## src/rtl/vga_timing_gen_pkg.sv

```systemverilog
// Shared 640x480@60 timing constants and screen-level types.
package vga_timing_gen_pkg;

  localparam int VGA_H_VISIBLE = 640;
  localparam int VGA_H_FRONT   = 16;
  localparam int VGA_H_SYNC    = 96;
  localparam int VGA_H_BACK    = 48;
  localparam int VGA_V_VISIBLE = 480;
  localparam int VGA_V_FRONT   = 10;
  localparam int VGA_V_SYNC    = 2;
  localparam int VGA_V_BACK    = 33;

  localparam int VGA_H_TOTAL = VGA_H_VISIBLE + VGA_H_FRONT + VGA_H_SYNC + VGA_H_BACK;
  localparam int VGA_V_TOTAL = VGA_V_VISIBLE + VGA_V_FRONT + VGA_V_SYNC + VGA_V_BACK;

  // Which screen the pixel generator is currently painting.
  typedef enum logic [1:0] {
    SCREEN_TITLE,
    SCREEN_PLAY,
    SCREEN_PAUSE,
    SCREEN_OVER
  } screen_state_t;

  // Per-pixel strobes carried through the delay line; hs/vs are already
  // at their pin polarity, active is 1 for a visible pixel.
  typedef struct packed {
    logic hs;
    logic vs;
    logic active;
  } sync_bits_t;

endpackage

```

## src/rtl/sync_delay_line.sv

```systemverilog
// WIDTH x DEPTH shift register with synchronous active-low clear.
// DEPTH=0 degenerates to a wire.
module sync_delay_line #(
  parameter int               WIDTH     = 3,
  parameter int               DEPTH     = 1,
  parameter logic [WIDTH-1:0] RESET_VAL = '0
) (
  input  logic             clk,
  input  logic             clear_n,
  input  logic [WIDTH-1:0] din,
  output logic [WIDTH-1:0] dout
);

  if (DEPTH == 0) begin : g_wire
    assign dout = din;
  end else begin : g_pipe
    logic [DEPTH-1:0][WIDTH-1:0] stage;

    // Shift one slot per clock; clear flushes every slot to the idle value.
    always_ff @(posedge clk) begin
      if (!clear_n) begin
        stage <= {DEPTH{RESET_VAL}};
      end else begin
        stage[0] <= din;
        for (int i = 1; i < DEPTH; i++) stage[i] <= stage[i-1];
      end
    end

    assign dout = stage[DEPTH-1];
  end

endmodule

```

## src/rtl/vga_timing_gen.sv

```systemverilog
// Raster counters plus delayed sync/blank strobes for the VGA DAC.
module vga_timing_gen
  import vga_timing_gen_pkg::*;
#(
  parameter int H_VISIBLE  = VGA_H_VISIBLE,
  parameter int H_FRONT    = VGA_H_FRONT,
  parameter int H_SYNC     = VGA_H_SYNC,
  parameter int H_BACK     = VGA_H_BACK,
  parameter int V_VISIBLE  = VGA_V_VISIBLE,
  parameter int V_FRONT    = VGA_V_FRONT,
  parameter int V_SYNC     = VGA_V_SYNC,
  parameter int V_BACK     = VGA_V_BACK,
  parameter int PIPE_DELAY = 1,
  parameter bit SYNC_POL   = 1'b0
) (
  input  logic       vga_clk,
  input  logic       reset_n,
  output logic [9:0] hcount,
  output logic [9:0] vcount,
  output logic       active,
  output logic       vga_hs,
  output logic       vga_vs,
  output logic       vga_blank_n,
  output logic       vga_sync_n,
  output logic       line_start,
  output logic       frame_start,
  output logic [7:0] frame_count
);

  // Totals must fit the 10-bit counters (<= 1024); PIPE_DELAY is 0..4.
  localparam int H_TOTAL  = H_VISIBLE + H_FRONT + H_SYNC + H_BACK;
  localparam int V_TOTAL  = V_VISIBLE + V_FRONT + V_SYNC + V_BACK;
  localparam int HS_START = H_VISIBLE + H_FRONT;
  localparam int HS_END   = HS_START + H_SYNC;
  localparam int VS_START = V_VISIBLE + V_FRONT;
  localparam int VS_END   = VS_START + V_SYNC;

  // Idle contents of the delay line: sync deasserted, pixel not visible.
  localparam logic [2:0] IDLE_BITS = {~SYNC_POL, ~SYNC_POL, 1'b0};

  logic [9:0] h_q, v_q;
  logic [7:0] fc_q;
  logic       h_last, v_last;
  logic       hs_win, vs_win;
  sync_bits_t raw, dly;

  assign h_last = (h_q == 10'(H_TOTAL - 1));
  assign v_last = (v_q == 10'(V_TOTAL - 1));

  // Free-running raster counters; vcount and frame_count step on the line wrap.
  always_ff @(posedge vga_clk) begin
    if (!reset_n) begin
      h_q  <= '0;
      v_q  <= '0;
      fc_q <= '0;
    end else if (h_last) begin
      h_q <= '0;
      if (v_last) begin
        v_q  <= '0;
        fc_q <= fc_q + 8'd1;
      end else begin
        v_q <= v_q + 10'd1;
      end
    end else begin
      h_q <= h_q + 10'd1;
    end
  end

  // Undelayed strobes decoded straight from the counter registers.
  always_comb begin
    hs_win     = (h_q >= 10'(HS_START)) && (h_q < 10'(HS_END));
    vs_win     = (v_q >= 10'(VS_START)) && (v_q < 10'(VS_END));
    raw.hs     = hs_win ? SYNC_POL : ~SYNC_POL;
    raw.vs     = vs_win ? SYNC_POL : ~SYNC_POL;
    raw.active = (h_q < 10'(H_VISIBLE)) && (v_q < 10'(V_VISIBLE));
  end

  // Align sync/blank with the pixel generator's ROM read latency.
  sync_delay_line #(
    .WIDTH     (3),
    .DEPTH     (PIPE_DELAY),
    .RESET_VAL (IDLE_BITS)
  ) u_dly (
    .clk     (vga_clk),
    .clear_n (reset_n),
    .din     (raw),
    .dout    (dly)
  );

  assign hcount      = h_q;
  assign vcount      = v_q;
  assign active      = raw.active;
  assign vga_hs      = dly.hs;
  assign vga_vs      = dly.vs;
  assign vga_blank_n = dly.active;
  assign vga_sync_n  = 1'b0;
  assign line_start  = (h_q == '0);
  assign frame_start = (h_q == '0) && (v_q == '0);
  assign frame_count = fc_q;

endmodule

```

## config.mk

```make
export PLATFORM = sky130hd
export DESIGN_NAME = vga_timing_gen
export DESIGN_NICKNAME = d
export VERILOG_FILES = /design/src/rtl/vga_timing_gen_pkg.sv /design/src/rtl/sync_delay_line.sv /design/src/rtl/vga_timing_gen.sv
export SDC_FILE = /design/constraint.sdc
export NUM_CORES = 1
export LEC_CHECK = 0
export CAP_MARGIN = 15
export CORE_MARGIN = 2
export CORE_UTILIZATION = 45
export DETAILED_ROUTE_END_ITERATION = 10
export PLACE_DENSITY = 0.75
export SLEW_MARGIN = 20
export SYNTH_ARGS = -nofsm -noshare
export SYNTH_HDL_FRONTEND = slang
export SYNTH_SLANG_ARGS = --single-unit
```

## constraint.sdc

```tcl
create_clock -name vga_clk -period 6.45 [get_ports vga_clk]
set_clock_uncertainty 0.15 [all_clocks]
set_input_delay 1.29 -clock vga_clk [delete_from_list [all_inputs] [get_ports vga_clk]]
set_output_delay 1.29 -clock vga_clk [all_outputs]
set_load 0.005 [all_outputs]
```

# ---- Yosys cells after proc, flatten, opt, wreduce, memory -nomap -nowiden
# Index checks and enable logic that the tools add are counted.
dict set report op_classes {
  addsub 3
  n_lt_le_gt_ge 6
  eq_ne 2
  muxes 3
  n_bitwise 1
  reduce_logical 8
}
# operator n
set ops {}
lappend ops {{10-bit by 1-bit adder with 10-bit output (second input constant)} 2}
lappend ops {{10-bit equality test (second input constant)} 2}
lappend ops {{10-bit zero test} 2}
lappend ops {{10-bit < comparator (second input constant)} 2}
lappend ops {{10-bit by 9-bit < comparator with 1-bit output (second input constant)} 2}
lappend ops {{10-bit >= comparator (second input constant)} 1}
lappend ops {{10-bit by 9-bit >= comparator with 1-bit output (second input constant)} 1}
lappend ops {{10-bit 2-to-1 mux} 1}
lappend ops {{8-bit by 1-bit adder with 8-bit output (second input constant)} 1}
lappend ops {{1-bit logical AND} 4}
lappend ops {{1-bit 2-to-1 mux} 2}
lappend ops {{2-bit AND reduction} 1}
lappend ops {{2-bit OR reduction} 1}
lappend ops {{1-bit NOT} 1}
dict set report totals {
  regBits 31
  inputBits 2
  out_inout_bits 35
  word_cells 27
}

# ---- Depth between registers and ports, before layout
# Gate-level depths: netlist of run 1.
dict set report depth {
  word_depth 3
  depth_mapped 7
  depth_no_buf 6
}

# ---- Cells and area by module
# From an unflattened synthesis of run 1, not the netlist that was laid out.
dict set report unflattened {
  hier_cells 183
  area_unflattened_um2 1531.5
}
# mod instances cells_per_inst area_each_um2 seq_area_each_um2
set by_module_without_submodules {}
lappend by_module_without_submodules {vga_timing_gen 1 177 1452.6 560.5}
lappend by_module_without_submodules {sync_delay_line 1 6 78.8 60.1}

# ---- Least setup slack after synthesis of run 1
# Ideal clock, no wire load.
dict set report synth_path {
  kind {register to output}
  from {register h_q[7] (netlist: hcount[7])}
  to {output frame_start}
  arrival_ns 1.159
  t_required_ns 5.010
  setup_slack_ns 3.851
  stages_incl_launch_ff 5
  path_buffers 0
  cell_sequence {dfxtp_1 > or2_2 > nor3_1 > and4_1 > and4_1}
}
dict set report synth_via {
  elab_chain_len 2
}
# element line
set synth_lines {}
lappend synth_lines {{start, declared} vga_timing_gen.sv:41} ;# logic [9:0] h_q, v_q;
lappend synth_lines {{start signal, assigned} vga_timing_gen.sv:65} ;# h_q <= h_q + 10'd1;
lappend synth_lines {{10-bit zero test} -}
lappend synth_lines {{named net line_start} vga_timing_gen.sv:25} ;# output logic line_start,
lappend synth_lines {{1-bit logical AND} vga_timing_gen.sv:98} ;# assign frame_start = (h_q == '0) && (v_q == '0);
lappend synth_lines {{end, declared} vga_timing_gen.sv:26} ;# output logic frame_start,
# The timed path passes the listed nets, and every way through them passes these cells.

# ---- Final worst setup path of run 1
dict set report layout_path {
  from {register h_q[7] (netlist: hcount[7])}
  to {output frame_start}
}
dict set report layout_via {
  elab_chain_len 2
}
# element line
set layout_lines {}
lappend layout_lines {{10-bit zero test} vga_timing_gen.sv:98}
lappend layout_lines {{1-bit logical AND} vga_timing_gen.sv:98}
# No other way between the ends.

==> impl_results.md, run 1 <==
* Routability cong. at 0.8341
* Vias per inst at 5.633
* Final hold vios at 0
* Slew Viols, Final at 0
* Via count at 1,459
* Worst Path Buf+Inv at 1
* Synth warn at 0
* Dpl cells at 251
* Hold Path Class: reg2reg
* GRT Residual Overflow at 0
* Synth Area per Inst at 8.576 um2
* Final net count at 220
* CP cell instances: or2_2, nor3_1, and4_1, and4_1, clkdlybuf4s50_1
* Static Leak at 0.6502 nW
* DRC errors left at 0
* Initial drt markers at 84
* Seq cells post-synth at 31
* First-pass GRT wire length at 6258 um
* ANT nets after route at 0
* Fillcell total at 306
* Top-area cell type share of the netlist area at 40.66%
* Worst-path clk slew at 100 ps
* Crit Path Max Fanout at 6
* P_int at 267.4 uW
* # port buffers at 35
* RSZ-0062 raised after global routing: false
* Register area at 620.6 um2
* Endpoints failing setup at 0
* Logic gate share of total power at 5.3%
* CP max-delay cell: clkdlybuf4s50_1
* Area leader, netlist: dfxtp_1
* Worst setup EP type: output pin
* Synth unique cells at 34
* Crit path max-delay family: simple AND/OR/NAND/NOR gates
* Reg power frac at 56.8%
* Pwr Total at 345.7 uW
* CTS tree: done
* First-pass iteration count of the detailed router at 4
* Die Area at 3874 um2
* Vias in the first global route at 1,321
* Status: completed
* TritonCTS Buffers at 5
* Post-Route WL at 3660 um
* Post-route clock period utilization at 54.00%
* Initial antenna violation count at 0
* Std-Cell Rows at 21
* Largest net degree at the start of global routing at 32
* Multi-input combinational cell area at 827.0 um2
* Core area at 3284 um2
* H-tree levels at 2
* HPWL Detailed at 2642 um
* Initial core utilization at 46.48%
* Top cells by area, synth: dfxtp_1 (41%), xnor2_1 (5.7%), ha_1 (4.9%)
* PwrDens at 176.2 nW/um2
* Cell area after synthesis at 1526 um2
* # IOs at 37
* Final min period at 3483 ps
* Most numerous cell on the critical path: and4_1
* Clock share of power at 37.9%
* Maximum VDD drop at 0.1421 mV
* Sw Share at 22.65%
* Seq/Total Area, Yosys at 40.66%
* Worst EP arrival at 2040 ps
* Clk_lat worst skew at 340 ps
* CTS hold repair buffers at 0
* Slew @ Worst Pin at 495.7 ps
* Die Span Y at 62.24 um
* ANT cells at 0
* Drt wl/cell at 14.13 um
* Layout Cells excl Fill at 259
* Delay of the slowest critical-path stage at 500 ps
* Fmax at 287.1 MHz
* Layout cell share with drive strength beyond 1 at 5.164%
* CP startpoint kind: flip-flop
* Mapped Cells at 178
* Setup Buffers After CTS at 0
* Setup_tns at 0 ps
* Worst rel slew slack at 66.65%
* Max-Cap Viols at 0
* Post_cts resized at 0
* CP Class: reg2out
* Die X at 62.24 um
* Gr usage total at 20.25%
* Critical path data required time at 5010 ps
* Root buf cell: clkbuf_4
* Area growth syn-to-layout at 28.52%
* Clock Sink Count at 31
* CTS Buffer Depth at 2
* NetSw at 78.29 uW
* Syn Nets at 186
[power groups by stage]
stage,sequential (mW),clock (mW),combinational [mW]
floorplan,0.200,0,0.00821
global placement,0.200,0,0.0183
detailed placement,0.201,0,0.0186
CTS,0.196,0.133,0.0187
global route,0.197,0.144,0.0204
finish,0.196,0.131,0.0183
[Yosys cell counts]
cell type  instances
nor3_1             5
o21ai_2            1
mux2i_1            1
and3_1             5
ha_1               6
a211o_1            1
or3_1              6
xor2_1             2
and4_1             4
nand4_1            1
or4_1              9
nand4bb_1          1
inv_1             10
a221oi_1           1
nand4b_1           1
nand2_1            7
or3_4              1
clkbuf_1           6
or2_2              1
nand4_2            1
buf_4              1
buf_6              1
nand3_1           13
o31ai_1            8
o21ai_0            6
nor2_1            18
xnor2_1           10
nor2b_1            1
nor4_1             3
conb_1             1
and2_1             1
dfxtp_1           31
a21oi_1           13
nor4b_1            1
[worst min-delay path: stages, from the launching register on]
cell	delay, ps
dfxtp_1	330
o31ai_1	60
a21oi_1	50
[stage by stage]
step | setup slack, ps | area, um2 | util [%] | hold WS (ps)
finish | 2967 | 1962 | 59.73 | 337.5
global route | 2856 | 1962 | 59.73 | 366.6
CTS | 2936 | 1962 | 59.73 | 342.7
detailed placement | 3311 | 1893 | 57.64 | 328.9
global placement | 3347 | 1893 | 57.64 | 313.9
floorplan | 3851 | 1526 | - | 315.5
[sequential cells by signal, indices dropped and copies added (netlist names)]
register	cells
vcount	10
hcount	10
frame_count	8
u_dly.dout	3
[logic make-up (layout without fill, tap and decap cells)]
logic type / count (synthesis) / after routing / share of synthesized area (%)
xor gates and xnor gates: 12 / 12 / 6.885
DFF: 31 / 31 / 40.66
AOI/OAI and AO/OA: 30 / 30 / 11.89
and+or+nand+nor: 79 / 79 / 29.59
other: 1 / 1 / 0.2457
buffers and inverters: 18 / 53 / 5.164
muxes: 1 / 1 / 0.6558
adders and majority gates: 6 / 6 / 4.918
[placed cells by master, fill, tap and decap left out]
master	instances
clkbuf_8	2
xor2_1	2
nand4b_1	1
o31ai_1	8
clkbuf_1	1
nor3_1	5
clkbuf_4	5
a221oi_1	1
inv_1	10
a211o_1	1
or2_2	1
nand4_2	1
nor2_1	18
ha_1	6
and4_1	4
a21oi_1	13
o21ai_2	1
nor4_1	3
nand4bb_1	1
nor4b_1	1
nand3_1	13
mux2i_1	1
or3_1	6
nor2b_1	1
dfxtp_1	31
clkdlybuf4s50_1	35
and2_1	1
or4_1	9
conb_1	1
and3_1	5
xnor2_1	10
o21ai_0	6
nand2_1	7
or3_4	1
nand4_1	1
[cell type report]
| class | instances | share of cell area (%) |
|---|---|---|
| Clock buffer | 8 | 3.508 |
| Multi-Input combinational cell | 129 | 42.16 |
| Sequential cell | 31 | 31.63 |
| Timing Repair Buffer | 35 | 17.86 |
| Inverter | 10 | 1.913 |
| Tap cell | 46 | 2.934 |
[layer usage]
layer  vias to the layer above  share of wire, %  global-route usage [%]
met4                         0               1.5                   6.667
met1                       691                42                   24.40
met5                         -                 0                       0
met2                        53                50                   34.65
li1                        707                 -                       -
met3                         8               6.0                   5.978
[worst paths after layout]
kind | startpoint | endpoint | slack, ps | cells after the start
setup / recovery | hcount[7] | frame_start | 2970 | 5
hold / removal | frame_count[7] | frame_count[7] | 340 | 2
setup reg to reg | hcount[0] | frame_count[4] | 4020 | 5
hold reg to reg | frame_count[7] | frame_count[7] | 340 | 2
(Power assumes the default switching activity.)
==> run 2, diff against run 1 <==
CORE_UTILIZATION = 44   (was 45)
PLACE_DENSITY = 0.76   (was 0.75)
clock period = 2.96 ns   (was 6.45 ns; I/O delays follow)
==> run 2 against run 1 <==
  * Global-route usage fell by 1.9 points
  * Utilization fell by 1.8 points
  * Hold slack barely moved
  * Critical path type unchanged
  * Largest power group unchanged
==> impl_results.md, run 2 (synthesis results as in run 1) <==
* Status: completed
* Endpoints failing setup at 0
* Clk_lat worst skew at 310 ps
* Max-Cap Viols at 0
* CP startpoint kind: flip-flop
* Layout Cells excl Fill at 257
* Setup Buffers After CTS at 0
* GRT met3 Usage at 5.766%
* Commonest cells after routing, fill and taps aside: clkdlybuf4s50_1 (35), dfxtp_1 (31), nor2_1 (18), nand3_1 (13), a21oi_1 (13)
* Static Leak at 0.6359 nW
* RSZ-0062 raised after global routing: false
* Critical path data required time at 2220 ps
* First-pass GRT wire length at 5754 um
* Initial antenna violation count at 0
* Worst setup EP type: output pin
* Worst EP arrival at 2000 ps
* # IOs at 37
* CTS tree: done
* Core area at 3337 um2
* Slew Viols, Final at 0
* Initial drt markers at 67
* H-tree levels at 2
* Largest net degree at the start of global routing at 32
* Worst-path clk slew at 90 ps
* Fmax at 364.1 MHz
* CP max-delay cell: clkdlybuf4s50_1
* Area growth syn-to-layout at 26.72%
* Delay of the slowest critical-path stage at 510 ps
* Die X at 62.90 um
* Post_cts resized at 0
* DRC errors left at 0
* HPWL Detailed at 2370 um
* CTS Buffer Depth at 2
* TritonCTS Buffers at 5
* Crit Path Max Fanout at 6
* Met1 Use GR at 23.83%
* Vias per inst at 5.409
* Finished Cell Area at 1934 um2
* Most common cell after layout, fill and taps aside: clkdlybuf4s50_1
* Via count at 1,390
* First-pass iteration count of the detailed router at 4
* # port buffers at 35
* Vias in the first global route at 1,234
* Initial core utilization at 45.74%
* Post-Route WL at 3292 um
* Std-Cell Rows at 21
* Placed Area at 1893 um2
* Top Usage Layer GRT: met2
* Routability cong. at 0.8311
* CP cell instances: or2_2, nor3_1, and4_1, and4_1, clkdlybuf4s50_1
* Final net count at 220
* R2R Setup Slk at 570 ps
* Layout cell share with drive strength beyond 1 at 4.265%
* CP Class: reg2out
* GRT Residual Overflow at 0
* Root buf cell: clkbuf_4
* Post-route clock period utilization at 92.78%
* Die Area at 3956 um2
* ANT cells at 0
* Maximum VDD drop at 0.1980 mV
* Setup_tns at 0 ps
* Drt wl/cell at 12.81 um
* Hold Path Class: reg2reg
* Final hold vios at 0
* Dpl cells at 251
* Crit path max-delay family: simple AND/OR/NAND/NOR gates
* Clock Sink Count at 31
* Most numerous cell on the critical path: and4_1
* ANT nets after route at 0
* Gr usage total at 18.34%
* Die Span Y at 62.90 um
* Final min period at 2746 ps
* M2 GR Usage at 28.46%
* CTS hold repair buffers at 0
* Worst Path Buf+Inv at 1
* PwrDens at 349.7 nW/um2
==> run 2: layout make-up <==
class                           count  area, um2
Sequential cell                    31      620.6
Fill cell                         316       1403
Multi-Input combinational cell    129      827.0
Tap cell                           46      57.56
Inverter                           10      37.54
Timing Repair Buffer               35      350.3
Clock buffer                        6      41.29
==> run 2: final timing paths <==
path	from	endpoint	cells after the start
max reg2reg	hcount[0]	frame_count[6]	5
min	frame_count[7]	frame_count[7]	2
min reg2reg	frame_count[7]	frame_count[7]	2
max	hcount[7]	frame_start	5
==> run 2: stage by stage <==
| step | setup slack (ps) | hold slack, ps | power [mW] | utilization (%) |
|---|---|---|---|---|
| 4_1_cts | 190.8 | 344.8 | 0.6859 | 57.97 |
| 2_1_floorplan | 777.1 | 315.5 | 0.4541 | - |
| 3_3_place_gp | 539.2 | 311.2 | 0.4767 | 56.73 |
| 5_1_grt | 91.10 | 384.8 | 0.7185 | 57.97 |
| 6_report | 213.7 | 337.4 | 0.6764 | 57.97 |
| 3_5_place_dp | 524.4 | 333.2 | 0.4766 | 56.73 |
==> run 2: layer usage <==
layer,up-vias,routed length (um)
li1,703,-
met1,646,1543
met2,39,1542
met3,2,174
met4,0,31
met5,-,0
==> run 2: power breakdown <==
| part | switching (mW) | internal [mW] | total, mW |
|---|---|---|---|
| Clock | 0.125 | 0.0844 | 0.210 |
| Sequential | 0.00615 | 0.421 | 0.427 |
| Combinational | 0.0174 | 0.0221 | 0.0395 |
==> run 2: tightest hold or removal path, stage by stage (launching register included) <==
cell     delay [ps]
dfxtp_1         330
o31ai_1          60
a21oi_1          50
==> run 3, diff against run 2 <==
ABC_AREA = 0   (was default)
SYNTH_HIERARCHICAL = 1   (was default)
==> run 3 against run 2 <==
  * Global-route usage grew 1.2 points
  * Largest cell class unchanged
  * Synthesized cell count grew 2.8%
  * Die area grew 0.30%
  * Sequential share of layout area shrank 0.91 points
  * Critical endpoint unchanged
  * Hold slack gained 1.6 ps
==> impl_results.md, run 3 <==
* Status: completed
* Std-Cell Rows at 21
* Commonest cells after routing, fill and taps aside: clkdlybuf4s50_1 (35), dfxtp_1 (31), nor2_1 (20), nand2_1 (15), nand3_1 (11)
* Core area at 3337 um2
* CTS tree: done
* Post_cts resized at 0
* Cell area after synthesis at 1531 um2
* Crit Path Max Fanout at 7
* CP max-delay cell: clkdlybuf4s50_1
* Post-synth ARST share at 0%
* Worst Path Buf+Inv at 1
* Synth warn at 6
* Synth Area per Inst at 8.369 um2
* Final net count at 228
* Slew @ Worst Pin at 594.3 ps
* Initial antenna violation count at 0
* Clk_lat worst skew at 340 ps
* Post-synthesis mux area share at 1.307%
* Worst setup EP type: output pin
* Endpoints failing setup at 0
* Synth Area in Adders at 4.902%
* ANT nets after route at 0
* CP cell instances: nor2_1, nand3_1, nor4b_2, and4_1, clkdlybuf4s50_1
* Max-Cap Viols at 0
* PwrDens at 383.1 nW/um2
* Worst rel slew slack at 60.27%
* Compound-Gate Fraction of Synth Area at 10.87%
* Initial drt markers at 113
* Worst EP arrival at 2060 ps
* # port buffers at 35
* # IOs at 37
* Mapped Cells at 183
* Synth unique cells at 37
* Setup Buffers After CTS at 0
* Routability cong. at 0.8709
* Root buf cell: clkbuf_4
* Final hold vios at 0
* First-pass iteration count of the detailed router at 4
* Critical path data required time at 2220 ps
* Synth Area in Simple Gates at 30.56%
* Initial core utilization at 45.89%
* Gr usage total at 19.53%
* Largest net degree at the start of global routing at 23
* Fmax at 356.6 MHz
* H-tree levels at 2
* Ys flop type: dfxtp_1
* Die Span Y at 63.00 um
* Most common cell after layout, fill and taps aside: clkdlybuf4s50_1
* Post-Route WL at 3457 um
* GRT Residual Overflow at 0
* EDFF count, synth at 0
* Static Leak at 0.6351 nW
* Clock Sink Count at 31
* Layout cell share with drive strength beyond 1 at 4.977%
* Top post-synthesis cells by count: dfxtp_1 (31), nor2_1 (20), nand2_1 (15)
* Die X at 63.00 um
* Vias in the first global route at 1,368
* TritonCTS Buffers at 5
* Final Util at 59.66%
* Fillcell total at 325
* Seq cells post-synth at 31
* Crit path max-delay family: simple AND/OR/NAND/NOR gates
* CTS hold repair buffers at 0
* Post-synthesis xor/xnor area fraction at 6.863%
* Syn Nets at 191
* First-pass GRT wire length at 6182 um
* ANT cells at 0
* HPWL Detailed at 2438 um
* Worst-path clk slew at 100 ps
* Top cells by area, synth: dfxtp_1 (41%), xnor2_1 (5.7%), ha_1 (4.9%)
* Area growth syn-to-layout at 29.98%
* Delay of the slowest critical-path stage at 490 ps
* Post-route clock period utilization at 94.74%
* Count leader, synth: dfxtp_1
* Setup_tns at 0 ps
* CP startpoint kind: flip-flop
* RSZ-0062 raised after global routing: false
* Top-area cell type share of the netlist area at 40.52%
* Maximum VDD drop at 0.2615 mV
* Area leader, netlist: dfxtp_1
* Hold Path Class: reg2reg
* CTS Buffer Depth at 2
* Vias per inst at 5.341
* Largest family of logic cells by synthesized area: simple AND/OR/NAND/NOR gates
* Seq/Total Area, Yosys at 40.52%
* Final min period at 2804 ps
* Via count at 1,426
* Die Area at 3968 um2
* CP Class: reg2out
* DRC errors left at 0
* Slew Viols, Final at 0
* Drt wl/cell at 12.95 um
* Worst hold margin at 338.9 ps
[run 3: logic make-up after synthesis]
logic type	after synthesis
compound gates	27
simple gates	88
mux	2
fa+ha+maj	6
other cells	1
buf+inv	16
xor+xnor	12
flops	31
[run 3: layout make-up]
| class | instances | area, um2 | area share [%] |
|---|---|---|---|
| Tap cell | 46 | 57.56 | 2.891 |
| Timing Repair Buffer | 37 | 365.4 | 18.35 |
| Sequential cell | 31 | 620.6 | 31.18 |
| Inverter | 9 | 33.78 | 1.697 |
| Clock buffer | 8 | 68.82 | 3.457 |
| Multi-Input combinational cell | 136 | 844.6 | 42.43 |
[run 3: path summary, 6_finish.rpt]
path | slack, ps | endpoint | from | depth (start not counted)
max | 160 | frame_start | hcount[8] | 5
min | 340 | frame_count[7] | frame_count[7] | 2
max reg2reg | 510 | frame_count[4] | hcount[5] | 4
min reg2reg | 340 | frame_count[7] | frame_count[7] | 2
[run 3: stage by stage]
| stage | power (mW) | setup WS [ps] | cell area [um2] | cells |
|---|---|---|---|---|
| detailed placement | 0.4804 | 393.1 | 1916 | 259 |
| floorplan | 0.4552 | 602.5 | 1531 | 183 |
| global route | 0.7980 | 31.76 | 1991 | 267 |
| CTS | 0.7659 | 2.544 | 1984 | 267 |
| finish | 0.7625 | 155.8 | 1991 | 267 |
| global placement | 0.4797 | 417.4 | 1916 | 259 |
[run 3: worst reg2reg max path: cells and delay by family, from the launching register on]
kind | cells | cell delay (ps)
AO/OA/AOI/OAI | 1 | 160
AND/OR/NAND/NOR | 3 | 1710
flip-flops | 1 | 380
[run 3: power by group]
| part | switching [mW] | leakage, nW | internal (mW) |
|---|---|---|---|
| clock network | 0.152 | 0.0386 | 0.140 |
| registers | 0.00512 | 0.251 | 0.421 |
| logic | 0.0206 | 0.346 | 0.0242 |
| total | 0.178 | 0.635 | 0.585 |
[run 3: per-layer routing]
metal | vias up | GRT usage (%) | part of all wire, % | wire length, um
met1 | 655 | 24.86 | 48 | 1653
li1 | 730 | - | - | -
met5 | - | 0 | 0 | 0
met4 | 0 | 10.56 | 2.5 | 85
met3 | 8 | 4.144 | 4.0 | 137
met2 | 33 | 30.72 | 46 | 1582
